File: src/rtl/seq_frame_tx.sv
// seq_frame_tx: serial frame transmitter emitting the sync pattern followed by a latched word, MSB first.
// Ports: Clock, Reset (sync, active-high); din/din_valid/din_ready handshake accepting a DATA_W-bit word;
// sout serial bit, sout_en frame-bit qualifier, frame_done pulse on the last frame bit (all registered).
// Optional macro SEQ_FRAME_TX_PARITY_EN appends an even-parity bit after the data LSB.
module seq_frame_tx #(
  parameter int         DATA_W = 8,
  parameter logic [4:0] SYNC   = 5'b10010
) (
  input  logic              Clock,
  input  logic              Reset,
  input  logic [DATA_W-1:0] din,
  input  logic              din_valid,
  output logic              din_ready,
  output logic              sout,
  output logic              sout_en,
  output logic              frame_done
);
  localparam int CW = $clog2(DATA_W > 5 ? DATA_W : 5) + 1;
`ifdef SEQ_FRAME_TX_PARITY_EN
  typedef enum logic [1:0] {S_IDLE, S_SYNC, S_DATA, S_PAR} state_t;
  logic par_q, par_d;
`else
  typedef enum logic [1:0] {S_IDLE, S_SYNC, S_DATA} state_t;
`endif
  state_t            state_q, state_d;
  logic [CW-1:0]     cnt_q, cnt_d;
  logic [DATA_W-1:0] shr_q, shr_d;
  logic              din_ready_q, din_ready_d;
  logic              sout_q, sout_d;
  logic              sout_en_q, sout_en_d;
  logic              frame_done_q, frame_done_d;
  logic              last_data;
  // state_q/cnt_q name the bit currently on sout; outputs are registered from the next-state values.
  always_comb begin
    state_d   = S_IDLE;
    cnt_d     = '0;
    shr_d     = shr_q;
`ifdef SEQ_FRAME_TX_PARITY_EN
    par_d     = par_q;
`endif
    last_data = cnt_q == CW'(DATA_W - 1);
    case (state_q)
      S_IDLE: if (din_valid && din_ready_q) begin
        state_d = S_SYNC;
        shr_d   = din;
`ifdef SEQ_FRAME_TX_PARITY_EN
        par_d   = ^din;
`endif
      end
      S_SYNC: begin
        state_d = cnt_q == CW'(4) ? S_DATA : S_SYNC;
        cnt_d   = cnt_q == CW'(4) ? '0 : cnt_q + CW'(1);
      end
      S_DATA: begin
`ifdef SEQ_FRAME_TX_PARITY_EN
        state_d = last_data ? S_PAR : S_DATA;
`else
        state_d = last_data ? S_IDLE : S_DATA;
`endif
        cnt_d   = last_data ? '0 : cnt_q + CW'(1);
        shr_d   = shr_q << 1;
      end
      default: state_d = S_IDLE;
    endcase
    din_ready_d  = state_d == S_IDLE;
    sout_en_d    = state_d != S_IDLE;
    sout_d       = state_d == S_SYNC ? SYNC[3'd4 - cnt_d[2:0]] :
                   state_d == S_DATA ? shr_d[DATA_W-1] : 1'b0;
`ifdef SEQ_FRAME_TX_PARITY_EN
    sout_d       = state_d == S_PAR ? par_d : sout_d;
    frame_done_d = state_d == S_PAR;
`else
    frame_done_d = state_d == S_DATA && cnt_d == CW'(DATA_W - 1);
`endif
  end
  always_ff @(posedge Clock) begin
    if (Reset) begin
      state_q      <= S_IDLE;
      cnt_q        <= '0;
      shr_q        <= '0;
      din_ready_q  <= 1'b1;
      sout_q       <= 1'b0;
      sout_en_q    <= 1'b0;
      frame_done_q <= 1'b0;
`ifdef SEQ_FRAME_TX_PARITY_EN
      par_q        <= 1'b0;
`endif
    end else begin
      state_q      <= state_d;
      cnt_q        <= cnt_d;
      shr_q        <= shr_d;
      din_ready_q  <= din_ready_d;
      sout_q       <= sout_d;
      sout_en_q    <= sout_en_d;
      frame_done_q <= frame_done_d;
`ifdef SEQ_FRAME_TX_PARITY_EN
      par_q        <= par_d;
`endif
    end
  end
  assign din_ready  = din_ready_q;
  assign sout       = sout_q;
  assign sout_en    = sout_en_q;
  assign frame_done = frame_done_q;
endmodule

File: config.mk
export PLATFORM = sky130hd
export DESIGN_NAME = seq_frame_tx
export DESIGN_NICKNAME = d
export VERILOG_FILES = /design/src/rtl/seq_frame_tx.sv
export SDC_FILE = /design/constraint.sdc
export NUM_CORES = 1
export LEC_CHECK = 0
export ABC_CLOCK_PERIOD_IN_PS = 1600
export BUFFER_PORTS_ARGS = -buffer_cell sky130_fd_sc_hd__buf_2
export CORE_MARGIN = 2
export CORE_UTILIZATION = 47
export CTS_CLUSTER_DIAMETER = 40
export DETAILED_ROUTE_END_ITERATION = 16
export PLACE_DENSITY = 0.71
export SLEW_MARGIN = 20
export SYNTH_ARGS = -nofsm -noshare
export SYNTH_HDL_FRONTEND = slang
export SYNTH_SLANG_ARGS = --single-unit
File: constraint.sdc
create_clock -name Clock -period 1.6 [get_ports Clock]
set_clock_uncertainty 0.15 [all_clocks]
set_input_delay 0.16 -clock Clock [delete_from_list [all_inputs] [get_ports Clock]]
set_output_delay 0.16 -clock Clock [all_outputs]
set_load 0.03 [all_outputs]
Yosys cells after proc, flatten, opt, wreduce, memory -nomap -nowiden
Memory sizes are Yosys's and may differ from the RTL's.
Cells that the tools add are included.
- bits in registers: 18
- ROM bits: 8
- bits of input ports: 11
- output and inout bits: 4
- logic and storage cells: 39
- memories: 1
- memory list (name ; words ; bits a word ; read ports ; clocked after memory_dff ; wr ports ; RTL line ; text):
    (name not given) ; 8 ; 1 ; 1 ; 0 ; 0 ; 67 ; sout_d = state_d == S_SYNC ? SYNC[3'd4 - cnt_d[2:0]] :
- add/subtract/negate cells: 2
- order comparisons: 1
- eq/ne operators: 8
- muxes and demuxes: 12
- reductions and logical operators: 7
- operators with widths (operator ; number):
    8-bit case mux with 2 select lines ; 1
    4-bit by 3-bit == test with 1-bit output, second input constant ; 3
    4-bit 2-to-1 mux ; 2
    8-bit 2-to-1 mux ; 1
    4-bit case mux with 2 select lines ; 1
    2-bit case mux with 3 select lines ; 1
    4-bit by 1-bit adder with 4-bit output, second input constant ; 1
    2-bit by 1-bit == test with 1-bit output, second input constant ; 2
    2-bit == test, second input constant ; 2
    2-bit zero test ; 2
    3-bit by 4-bit less-than comparator with 1-bit output, second input constant ; 1
    1-bit 2-to-1 mux ; 4
    2-bit 2-to-1 mux ; 2
    2-bit nonzero test ; 2
    3-bit subtractor, first input constant ; 1
    1-bit logical AND ; 2
    2-bit inequality test, second input constant ; 1
    2-bit AND reduction ; 1

Depth between registers and ports, before layout
- depth in word-level cells: 7
- depth in mapped cells: 7
- gate-level depth less buffers: 7

Worst setup path before layout
OpenSTA, ideal clock, no wires.
- path kind: reg-to-reg
- from: register state_q[0]
- to: register sout_q, in the netlist sout
- setup time: 0.117 ns
- arrival: 1.452 ns
- data required time: 1.333 ns
- slack: -0.120 ns
- cell stages (with the launch flop): 8
- path buffers: 1
- clock period less this slack: 1.720 ns
- cells stage by stage: dfxtp_1 > inv_1 > ha_1 > and3_1 > buf_2 > o21a_1 > and2_1 > a32o_1
- cells in the longest elaborated chain, start to end: 6
- elaborated cells on any way between the ends: 13
- those cells by class: add/sub (1); eq/ne (4); mux (6); reduce/logical (1); memory (1)
- ends and longest elaborated chain (element ; RTL line ; text):
    start, declared ; 25 ; state_t state_q, state_d;
    start signal, assigned ; 89 ; state_q <= state_d;
    2-bit == test or 2-bit by 1-bit == test with 1-bit output (tied branches) ; 42 ; case (state_q)
    4-bit case mux with 2 select lines ; 42 ;
    3-bit subtractor ; 67 ;
    memory read 8 x 1 bit ; n/a ;
    1-bit 2-to-1 mux (implied by the code) ; 67 ;
    1-bit 2-to-1 mux * ; 67 ;
    end signal, assigned ; 93 ; sout_q <= sout_d;
    end, declared ; 29 ; logic sout_q, sout_d;
Mark *: on every way between the ends. The rest lies on a longest branch, timed or not. The select of a mux whose other input is x is not followed.
A chain may end at the register's enable or synchronous reset.

Worst setup path after layout
Ends and elaborated chain as after synthesis.

==> summary.md <==
| Metric | Value |
|---|---|
| Reg2reg start | state_q[0]$_SDFF_PP0_ |
| Fin. Hold Viols | 0 |
| RSZ-0062 raised after global routing | yes |
| Worst r2r path cells | 7 |
| Worst hold path startpoint | din[7] |
| Setup TNS Final | -143 ps |
| Final setup vio count | 3 |
| Cells after Synth | 102 |
| Worst setup EP type | flip-flop |
| WL met3 | 148 um |
| Latest clock arrival within the worst-skew pair | 290 ps |
| DR top layer | met3 |
| Largest net degree at the start of global routing | 14 |
| Vias in the first global route | 808 |
| Post-Syn Area | 863 um^2 |
| Placed Cells | 150 |
| Top cell type's share of synthesized area | 41.7% |
| Prevailing post-synth register cell | dfxtp_1 |
| Initial antenna violation count | 0 |
| Clk root buf | clkbuf_4 |
| Io pins | 15 |
| Clock-pin slew on the worst setup and hold paths | 110 ps |
| Max-cap violations | 0 |
| # diodes | 0 |
| Drt pass-1 iters | 4 |
| ANT nets after route | 0 |
| Leak | 0.540 nW |
| Initial DRC count | 25 |
| Seq cells post-synth | 18 |
| DP Worst Slack | -74.1 ps |
| CTS Sinks | 18 |
| WL met1 | 994 um |
| Die Y-Extent | 46.9 um |
| Synth area leaders | dfxtp_1 (42%), ha_1 (8.7%), nand2_1 (7.8%) |
| Hold Slack | 39.7 ps |
| First-pass GRT wire length | 3420 um |
| Cell variety after synth | 29 |
| Final nets | 158 |
| Asr flop ratio synth | 0% |
| Worst EP required | 1650 ps |
| GRT overflow | 0 |
| Synth Warn # | 0 |
| Syn Area/Cell | 8.46 um^2 |
| Post-synthesis sequential area ratio | 41.7% |
| Util after Layout | 76.4% |
| Pwr/cell area | 745 mW/mm^2 |
| Power Total | 0.983 mW |
| VDD IR max | 0.673 mV |
| Maximum clock frequency | 598 MHz |
| Chip width | 46.9 um |
| Final Non-Filler Cells | 165 |
| Post-synth EDFFs | 0 |
| Number of vias per cell | 5.41 |
| Clk buf depth | 2 |
| # DRC | 0 |
| Final wirelength | 2280 um |
| Worst-path fanout max | 5 |
| # rows | 15 |
| Type of the worst setup path | flip-flop to flip-flop |
| Die footprint | 0.00220 mm^2 |
| GRT Overall Usage | 21.6% |
| Synth-to-Final Area Change | 52.9% |
| Slew headroom | 71.2% |
| WL met2 | 1130 um |
| WL per Instance | 13.8 um |
| Final worst slack | -73.1 ps |
| Design area | 0.00132 mm^2 |
| Dpl cell area | 0.00108 mm^2 |
| Number of cells on the worst hold path | 3 |
| Share of cells above drive strength 1 | 43.6% |
| Min cycle time layout | 1670 ps |
| Vias | 892 |
| Mapped Nets | 119 |
| CP Launch Type | flip-flop |
| Port Buffers | 14 |
| Number of H-tree levels | 1 |
| Critical register-to-register path endpoint | sout$_SDFF_PP0_ |
| HPWL Detailed | 1430 um |
| Run status | complete, but fails checks |
| Final period util | 105% |
| Min-Delay Path Class | input port to flip-flop |
| RePlAce Congestion | 0.737 |
| Initial Util | 50.0% |
| TritonCTS clock tree | done |
| CORE AREA | 0.00173 mm^2 |
| Synth area leader | dfxtp_1 |
| Commonest cells in the netlist | dfxtp_1 (18), nand2_1 (18), nand3_1 (12) |
| FILL cells | 119 |
| Max-slew violations | 0 |
| TritonCTS Buffers | 3 |
| R2r setup slk | -70 ps |
| Failing checks | setup timing |
| Worst-margin pin slew | 428 ps |
| Crit path DAT | 1720 ps |
| Worst Hold End | shr_q[7]$_SDFF_PP0_ |
[kinds of logic after synthesis]
group / after synthesis / share of synthesized area, %
xor gates and xnor gates: 2 / 2.03
DFF: 18 / 41.7
buffers and inverters: 8 / 3.77
AOI/OAI and AO/OA: 19 / 16.8
and+or+nand+nor: 49 / 27.0
adders and majority gates: 6 / 8.70
[power breakdown]
group          internal (mW)  total [mW]  switching (mW)
clock                  0.138       0.282           0.144
combinational          0.103       0.210           0.108
sequential             0.474       0.491          0.0172
total                  0.715       0.983           0.269
[worst max-delay path, stage by stage, from the launching register on]
cell and delay (ps):
dfxtp_4 390, inv_4 70, ha_4 180, inv_4 50, o221ai_4 220, and3_1 200
o211ai_1 90, a32o_1 230
[worst max path at each step]
stage,start,end,depth (start not counted)
CTS,state_q[0]$_SDFF_PP0_,sout$_SDFF_PP0_,7
finish,state_q[0]$_SDFF_PP0_,sout$_SDFF_PP0_,7
detailed placement,state_q[1]$_SDFF_PP0_,sout$_SDFF_PP0_,7
floorplan,state_q[1]$_SDFF_PP0_,sout$_SDFF_PP0_,7
global placement,state_q[1]$_SDFF_PP0_,sout$_SDFF_PP0_,7
global route,state_q[0]$_SDFF_PP0_,frame_done$_SDFF_PP0_,7
[repair_timing]
| item | in CTS | in global routing |
|---|---|---|
| gates resized for setup | 14 | 9 |
| gates cloned | 0 | 0 |
| buffers inserted | 2 | 2 |
| pin swaps | 5 | 7 |
| hold buffers | 7 | 0 |
| endpoints found under the hold margin | 7 | 0 |
| setup endpoints to repair | 3 | 10 |
[metal layers]
| metal | vias up | GRT usage, % |
|---|---|---|
| li1 | 434 | - |
| met1 | 421 | 26.2 |
| met2 | 37 | 38.9 |
| met3 | 0 | 5.38 |
| met4 | 0 | 3.89 |
| met5 | - | 0 |
[cell usage in the layout (no fill, tap or decap), drive strengths merged]
cell type,synthesis,final
a21boi,1,1
a21oi,3,3
a31oi,7,7
a32o,1,1
a32oi,1,1
and2,1,1
and2b,1,1
and3,2,2
and4,1,1
buf,2,30
clkbuf,1,4
dfxtp,18,18
dlygate4sd3,0,7
ha,6,6
inv,5,5
nand2,18,18
nand2b,3,3
nand3,12,12
nor2,7,7
nor3,2,2
nor4,1,1
o211a,1,1
o211ai,2,2
o21a,1,1
o21ai,1,1
o221ai,1,1
or2,1,1
xnor2,1,1
xor2,1,1
[cell type report]
class                   instances  area [um^2]  area share, %
well taps                      25         31.3           2.37
multi-input cells              76          592           44.8
flip-flops and latches         18          370           28.1
inverters                       5         26.3           1.99
repair buffers                 37          264           20.0
clock buffers                   4         36.3           2.75
[sequential cells by signal (all words and copies together) (netlist names)]
| register | flops |
|---|---|
| cnt_q | 4 |
| sout_en | 1 |
| frame_done | 1 |
| din_ready | 1 |
| shr_q | 8 |
| sout | 1 |
| state_q | 2 |
No activity file was read; power rests on OpenSTA's default activity.
